--- src/rtl/mac_pkg.sv ---
// Shared helpers for the multiply-accumulate engine: derived widths,
// saturation limits and the per-beat control tag that rides the pipeline.
package mac_pkg;

    // Control flags that travel alongside a beat's data through every stage
    typedef struct packed {
        logic valid;
        logic first;
        logic last;
    } beat_tag_t;

    // Ceiling log2, usable in constant expressions (clog2(1) = 0)
    function automatic int clog2(input int value);
        int r;
        r = 0;
        for (int v = value - 1; v > 0; v = v >> 1) begin
            r++;
        end
        return r;
    endfunction

    // Width that holds the full-precision sum of all lane products
    function automatic int lane_sum_width(input int wa, input int wb, input int lanes);
        return wa + wb + clog2(lanes);
    endfunction

    // Largest representable value of a width-bit number (two's complement or unsigned)
    function automatic logic [63:0] sat_max(input int width, input bit is_signed);
        return is_signed ? ((64'd1 << (width - 1)) - 64'd1) : ((64'd1 << width) - 64'd1);
    endfunction

    // Smallest representable value, returned as a 64-bit two's-complement pattern
    function automatic logic [63:0] sat_min(input int width, input bit is_signed);
        return is_signed ? (~(64'd1 << (width - 1)) + 64'd1) : 64'd0;
    endfunction

endpackage

--- src/rtl/mac_lane_mult.sv ---
// One lane of the MAC: a full-precision multiplier followed by PIPELINE
// product registers, all advancing together on i_advance.
module mac_lane_mult
    import mac_pkg::*;
#(
    parameter int WIDTHA   = 8,
    parameter int WIDTHB   = 8,
    parameter int PIPELINE = 2,
    parameter int SIGNED   = 1
) (
    input  logic                     clock,
    input  logic                     aclr_n,
    input  logic                     i_advance,
    input  logic [WIDTHA-1:0]        i_a,
    input  logic [WIDTHB-1:0]        i_b,
    output logic [WIDTHA+WIDTHB-1:0] o_prod
);

    localparam int WP      = WIDTHA + WIDTHB;
    localparam bit SIGN_EN = (SIGNED != 0);

    logic [WP-1:0] w_a_ext;
    logic [WP-1:0] w_b_ext;
    logic [WP-1:0] w_prod;
    logic [WP-1:0] r_stage [PIPELINE];

    // Extending both operands to the product width makes the low WP bits of a
    // plain multiply equal to the true signed or unsigned product.
    assign w_a_ext = {{WIDTHB{SIGN_EN & i_a[WIDTHA-1]}}, i_a};
    assign w_b_ext = {{WIDTHA{SIGN_EN & i_b[WIDTHB-1]}}, i_b};
    assign w_prod  = w_a_ext * w_b_ext;

    // Product delay line; the whole line freezes when the engine stalls
    always_ff @(posedge clock or negedge aclr_n) begin
        if (!aclr_n) begin
            // NOTE: the stage array is a pipeline, not storage, so every entry is reset like a flop.
            for (int i = 0; i < PIPELINE; i++) begin
                r_stage[i] <= '0;
            end
        end else if (i_advance) begin
            // NOTE: non-blocking assignments let every stage shift on the same edge.
            r_stage[0] <= w_prod;
            for (int i = 1; i < PIPELINE; i++) begin
                r_stage[i] <= r_stage[i-1];
            end
        end
    end

    assign o_prod = r_stage[PIPELINE-1];

endmodule

--- src/rtl/mac_pipe.sv ---
// Multi-lane multiply-accumulate engine: LANES pipelined multipliers, a
// registered lane-sum stage and a saturating, first/last-framed accumulator
// with a valid/ready result port.
module mac_pipe
    import mac_pkg::*;
#(
    parameter int LANES    = 4,
    parameter int WIDTHA   = 8,
    parameter int WIDTHB   = 8,
    parameter int WIDTHP   = 24,
    parameter int PIPELINE = 2,
    parameter int SIGNED   = 1
) (
    input  logic                      clock,
    input  logic                      aclr_n,
    input  logic                      clken,
    input  logic                      in_valid,
    output logic                      in_ready,
    input  logic                      in_first,
    input  logic                      in_last,
    input  logic [LANES*WIDTHA-1:0]   dataa,
    input  logic [LANES*WIDTHB-1:0]   datab,
    output logic                      out_valid,
    input  logic                      out_ready,
    output logic [WIDTHP-1:0]         result,
    output logic                      overflow
);

    localparam int              WP      = WIDTHA + WIDTHB;
    localparam int              SUMW    = lane_sum_width(WIDTHA, WIDTHB, LANES);
    localparam bit              SIGN_EN = (SIGNED != 0);
    localparam logic [63:0]     C_MAX64 = sat_max(WIDTHP, SIGN_EN);
    localparam logic [63:0]     C_MIN64 = sat_min(WIDTHP, SIGN_EN);
    localparam logic [WIDTHP:0] C_MAX   = C_MAX64[WIDTHP:0];
    localparam logic [WIDTHP:0] C_MIN   = C_MIN64[WIDTHP:0];

    logic              w_stall;
    logic              w_advance;
    logic              w_load;
    logic [WP-1:0]     w_prod [LANES];
    logic [SUMW-1:0]   w_sum;
    logic [WIDTHP:0]   w_sum_ext;
    logic [WIDTHP:0]   w_base;
    logic [WIDTHP:0]   w_next;
    logic [WIDTHP-1:0] w_clamped;
    logic              w_sat;
    logic              w_ovf_next;

    beat_tag_t         r_tag [PIPELINE];
    beat_tag_t         r_sum_tag;
    logic [SUMW-1:0]   r_sum;
    logic [WIDTHP-1:0] r_acc;
    logic              r_ovf_acc;
    logic [WIDTHP-1:0] r_result;
    logic              r_overflow;
    logic              r_out_valid;

    // A held, unconsumed result or a disabled clock freezes every stage at once
    assign w_stall   = !clken || (r_out_valid && !out_ready);
    assign w_advance = !w_stall;
    assign in_ready  = w_advance;

    for (genvar g = 0; g < LANES; g++) begin : g_lane
        mac_lane_mult #(
            .WIDTHA  (WIDTHA),
            .WIDTHB  (WIDTHB),
            .PIPELINE(PIPELINE),
            .SIGNED  (SIGNED)
        ) u_mult (
            .clock    (clock),
            .aclr_n   (aclr_n),
            .i_advance(w_advance),
            .i_a      (dataa[g*WIDTHA +: WIDTHA]),
            .i_b      (datab[g*WIDTHB +: WIDTHB]),
            .o_prod   (w_prod[g])
        );
    end

    // Control tags shadow the multiplier stages so flags stay aligned with data
    always_ff @(posedge clock or negedge aclr_n) begin
        if (!aclr_n) begin
            for (int i = 0; i < PIPELINE; i++) begin
                r_tag[i] <= '0;
            end
        end else if (w_advance) begin
            r_tag[0] <= '{valid: in_valid, first: in_first, last: in_last};
            for (int i = 1; i < PIPELINE; i++) begin
                r_tag[i] <= r_tag[i-1];
            end
        end
    end

    // Full-precision lane sum; synthesis balances the chain into a tree
    always_comb begin
        logic [SUMW-1:0] v_ext;
        // NOTE: defaulting every comb output first is what keeps this block latch-free.
        w_sum = '0;
        v_ext = '0;
        for (int i = 0; i < LANES; i++) begin
            v_ext          = {SUMW{SIGN_EN & w_prod[i][WP-1]}};
            v_ext[WP-1:0]  = w_prod[i];
            w_sum          = w_sum + v_ext;
        end
    end

    // Registered adder-tree stage
    always_ff @(posedge clock or negedge aclr_n) begin
        if (!aclr_n) begin
            r_sum     <= '0;
            r_sum_tag <= '0;
        end else if (w_advance) begin
            r_sum     <= w_sum;
            r_sum_tag <= r_tag[PIPELINE-1];
        end
    end

    // One extra bit of headroom makes any out-of-range sum visible before clamping
    always_comb begin
        w_sum_ext             = {(WIDTHP+1){SIGN_EN & r_sum[SUMW-1]}};
        w_sum_ext[SUMW-1:0]   = r_sum;
        w_base                = r_sum_tag.first ? '0 : {SIGN_EN & r_acc[WIDTHP-1], r_acc};
        w_next                = w_base + w_sum_ext;
        w_sat                 = 1'b0;
        w_clamped             = w_next[WIDTHP-1:0];
        if (SIGN_EN) begin
            if ($signed(w_next) > $signed(C_MAX)) begin
                w_sat     = 1'b1;
                w_clamped = C_MAX[WIDTHP-1:0];
            end else if ($signed(w_next) < $signed(C_MIN)) begin
                w_sat     = 1'b1;
                w_clamped = C_MIN[WIDTHP-1:0];
            end
        end else if (w_next > C_MAX) begin
            w_sat     = 1'b1;
            w_clamped = C_MAX[WIDTHP-1:0];
        end
        w_ovf_next = w_sat || (!r_sum_tag.first && r_ovf_acc);
    end

    assign w_load = w_advance && r_sum_tag.valid && r_sum_tag.last;

    // Accumulator, result register and output handshake
    always_ff @(posedge clock or negedge aclr_n) begin
        if (!aclr_n) begin
            r_acc       <= '0;
            r_ovf_acc   <= 1'b0;
            r_result    <= '0;
            r_overflow  <= 1'b0;
            r_out_valid <= 1'b0;
        end else if (clken) begin
            if (w_load) begin
                r_result    <= w_clamped;
                r_overflow  <= w_ovf_next;
                r_out_valid <= 1'b1;
                r_acc       <= '0;
                r_ovf_acc   <= 1'b0;
            end else begin
                if (w_advance && r_sum_tag.valid) begin
                    r_acc     <= w_clamped;
                    r_ovf_acc <= w_ovf_next;
                end
                if (r_out_valid && out_ready) begin
                    r_out_valid <= 1'b0;
                end
            end
        end
    end

    assign out_valid = r_out_valid;
    assign result    = r_result;
    assign overflow  = r_overflow;

endmodule

--- config.mk ---
export PLATFORM = sky130hd
export DESIGN_NAME = mac_pipe
export DESIGN_NICKNAME = d
export VERILOG_FILES = /design/src/rtl/mac_pkg.sv /design/src/rtl/mac_lane_mult.sv /design/src/rtl/mac_pipe.sv
export SDC_FILE = /design/constraint.sdc
export NUM_CORES = 1
export LEC_CHECK = 0
export BUFFER_PORTS_ARGS = -buffer_cell sky130_fd_sc_hd__clkbuf_2
export CELL_PAD_IN_SITES_DETAIL_PLACEMENT = 2
export CELL_PAD_IN_SITES_GLOBAL_PLACEMENT = 2
export CORE_UTILIZATION = 31
export DETAILED_ROUTE_END_ITERATION = 8
export PLACE_DENSITY = 0.62
export SETUP_SLACK_MARGIN = 0.15
export SLEW_MARGIN = 20
export SYNTH_ARGS = -nofsm -noshare
export SYNTH_HDL_FRONTEND = slang
export SYNTH_SLANG_ARGS = --single-unit
--- constraint.sdc ---
create_clock -name clock -period 4.76 [get_ports clock]
set_input_delay 0 -clock clock [delete_from_list [all_inputs] [get_ports clock]]
set_output_delay 0 -clock clock [all_outputs]
set_load 0.05 [all_outputs]
==> summary.txt <==
Detailed routing
  • Vias: 15,200
  • Drt pass-1 iters: 4
  • Routed vias/inst: approximately 4.8
  • Drt initial violations: 426
  • DRC: 0
  • Routed Antenna Nets: 0
  • Overall routed net length: 54,380 um
  • Routed len/inst: 17.01 um

Synthesis
  • Yosys Warn Count: 0
  • Leading cell type by number of instances after synthesis: nand2_1
  • Ys flop type: dfrtp_1
  • Synth Register Bits: 206
  • Top cell type's share of synthesized area: 25.36%
  • EDFF count, synth: 0
  • Sequential-to-total area share from yosys stat: 25.36%
  • Syn Inst Count: 2,224
  • Syn_area_per_cell: 9.142 um^2
  • Syn nets: 2,706
  • Distinct cells, synth: 72
  • Largest area contributor in the netlist: dfrtp_1
  • Dominant cells by area after synthesis: dfrtp_1 25%, fa_1 25%, ha_1 9.7%, nand2_1 8.4%, inv_1 6.2%
  • Ys async rst share: 100.0%
  • Post-Syn Area: 20,330 um^2
  • Commonest cells in the netlist: 455 x nand2_1, 335 x inv_1, 254 x fa_1

STA
  • Final min period: around 4.3 ns
  • Slew margin rel.: 25.61%
  • Slew Limit Fails: 0
  • Fin crit share: 91.01%
  • Final hold viol count: 0
  • Fmax: 230.8 MHz
  • Setup Skew: around 0.032 ns
  • Count of final setup violators: 0
  • Setup TNS: 0 ns
  • Worst Tran Pin Value: 1.116 ns
  • Unrepaired setup endpoints after global routing: true

Clocking
  • Clock tree from TritonCTS: yes
  • TritonCTS Sinks: 206
  • CTS Buf Count: 26
  • Clk root buf: clkbuf_16
  • H-tree Lvls: 1
  • Clock buffer depth: 3
  • Worst-skew pair later-pin latency: around 0.55 ns
  • Post-CTS Setup Inserts: 0
  • CTS clk-pin slew, worst paths: 0.06 ns

Worst setup path
  • CP max stage cell: dlygate4sd3_1
  • Crit-path max FO: 8
  • Slowest stage delay, CP: 0.55 ns
  • Critical path arrival: 4.75 ns
  • Cell Chain, Critical Path: dlygate4sd3_1 > clkbuf_2 > and2_1 > ha_1 > fa_1 > ha_1 > inv_1 > fa_1 > inv_1 > ha_1 > inv_1 > fa_1 > nor2b_1 > o21ai_1 > a21boi_1 > o21ai_1 > a21boi_0 > o21ai_1 > a211oi_1 > o21ai_0 > a31o_2
  • Crit. End Element: register
  • Crit Path Category: in -> reg
  • CP Data Required Time: 5.17 ns
  • Crit path launch type: input port

Place
  • # port buffers: a little under 100
  • Post-DP HPWL: 43,680 um
  • Placed cell area: 21,800 um^2
  • GPL Wtd Cong: 0.7861

Cells and area
  • Area occupied by multi-input gates: 13,730 um^2
  • P&R area growth vs syn: 12.68%
  • Nets: 2,807
  • Layout cell share with drive strength beyond 1: under 10%
  • Final instance area: 22,910 um^2
  • Diodes inserted: 0
  • Register area: 5155 um^2
  • Layout fillers: 7,165

GRT
  • GRT overflow: 0
  • Initial antenna violation count: 0
  • Vias in the first global route: 17,860
  • Overall global routing resource usage: roughly 17%
  • Largest net degree at the start of global routing: 210
  • First-pass GRT wire length: 92,870 um

Floorplan
  • Die ar.: 66,610 um^2
  • Ports: 98
  • Core Region: 64,580 um^2
  • Initial Utilization: 31.48%
  • Core Rows: slightly above 90
  • Die W: approximately 260 um
  • Die Height: 258.1 um

Power and ir drop
  • Cell Pwr Density: 697.4 nW/um^2
  • VDD IR max: 0.3296 mV
  • Leakage: about 11 nW

Hold path
  • Hold WC Path Type: in -> reg

Job
  • Max cap viols: 0

Run status
  • Run status: finished clean
-- layer usage --
| layer | wire [um] | vias up | GRT usage (%) |
|---|---|---|---|
| li1 | - | 7174 | - |
| met1 | 23340 | 7889 | 20.58 |
| met5 | 0 | - | 0 |
| met2 | 29570 | 83 | 33.05 |
| met3 | 597 | 51 | 1.178 |
| met4 | 879 | 0 | 2.876 |
-- cell type report --
| class | count | area share, % |
|---|---|---|
| Inverter | 336 | 5.511 |
| Tap cell | 855 | 4.670 |
| Clock inverter | 11 | 0.7319 |
| Multi-Input combinational cell | 1632 | 59.95 |
| Sequential cell | 206 | 22.50 |
| Timing Repair Buffer | 123 | 3.375 |
| Clock buffer | 35 | 3.255 |
-- through the flow --
step	util [%]	cells	setup WS, ns	hold WS (ns)	total power (W)
2_1_floorplan	-	2224	0.7197	-0.2956	0.01102
3_3_place_gp	33.75	3136	0.1900	-0.03201	0.01366
3_5_place_dp	33.75	3136	0.1016	-0.02539	0.01402
4_1_cts	35.44	3198	0.2178	0.01914	0.01632
5_1_grt	35.47	3198	0.1213	0.08383	0.01777
6_report	35.47	3198	0.4279	0.04507	0.01598
-- worst max-delay path: cells and delay by family --
family                     cells  cell delay, ns
and+or+nand+nor                2            0.29
adders and majority gates      6            2.15
AOI/OAI and AO/OA              8            1.41
buffers and inverters          5            0.90
-- logic make-up (layout without fill, tap and decap cells) --
group | Yosys count | in the layout | synth area share, %
XOR/XNOR | 93 | 93 | 4.006
buffers and inverters | 386 | 505 | 7.243
adder cells (fa/ha/maj) | 412 | 412 | 34.73
flip-flops | 206 | 206 | 25.36
multiplexers | 2 | 2 | 0.1108
AND/OR/NAND/NOR | 835 | 835 | 19.24
AO/OA/AOI/OAI | 290 | 290 | 9.318
-- layout by cell type (no fill, tap or decap), types with 18 or more instances in the layout --
cell and n:
and2_1 172, nand3_1 18, ha_1 157, inv_1 335
clkbuf_2 96, nor2b_1 32, dfrtp_1 206, fa_1 254
nor2_1 79, xor2_1 35, a21oi_1 64, nand2_1 455
xnor2_1 58, clkbuf_16 27, nand2b_1 22, o21ai_0 90
-- final timing paths --
| kind | start | end | slack, ns | depth (start not counted) |
|---|---|---|---|---|
| max | datab[24] | g_lane[3].u_mult.r_stage[30]$_DFFE_PN0P_ | 0.43 | 21 |
| min | datab[9] | g_lane[1].u_mult.r_stage[17]$_DFFE_PN0P_ | 0.05 | 5 |
| max reg2reg | r_sum_tag[1]$_DFFE_PN0P_ | r_acc[17]$_DFFE_PN0P_ | 0.62 | 12 |
| min reg2reg | g_lane[2].u_mult.r_stage[19]$_DFFE_PN0P_ | g_lane[2].u_mult.o_prod[3]$_DFFE_PN0P_ | 0.47 | 2 |
| max in group asynchronous | aclr_n | g_lane[0].u_mult.r_stage[16]$_DFFE_PN0P_ | 3.14 | 4 |
| min in group asynchronous | aclr_n | result[14]$_DFFE_PN0P_ | 0.44 | 3 |
-- flip-flops by register name, indices dropped and copies added (netlist names) --
register and flops:
g_lane.u_mult.o_prod 64, g_lane.u_mult.r_stage 64, out_valid 1, overflow 1, r_acc 24, r_ovf_acc 1, r_sum 18, r_sum_tag 3
r_tag 6, result 24
-- where the power goes --
group | switching [W] | leakage [nW] | internal [W]
Combinational | 0.00636 | 8.53 | 0.00443
Sequential | 0.000559 | 2.53 | 0.00252
Clock | 0.000791 | 0.443 | 0.00131
Total | 0.00771 | 11.5 | 0.00826
-- timing repair --
| item | in CTS | in global routing |
|---|---|---|
| hold endpoints to repair | 66 | 0 |
| resized for setup | 0 | 14 |
| endpoints found under the setup margin | 0 | 7 |
| hold buffers | 16 | 0 |
Power figures use the tool's default switching activity.
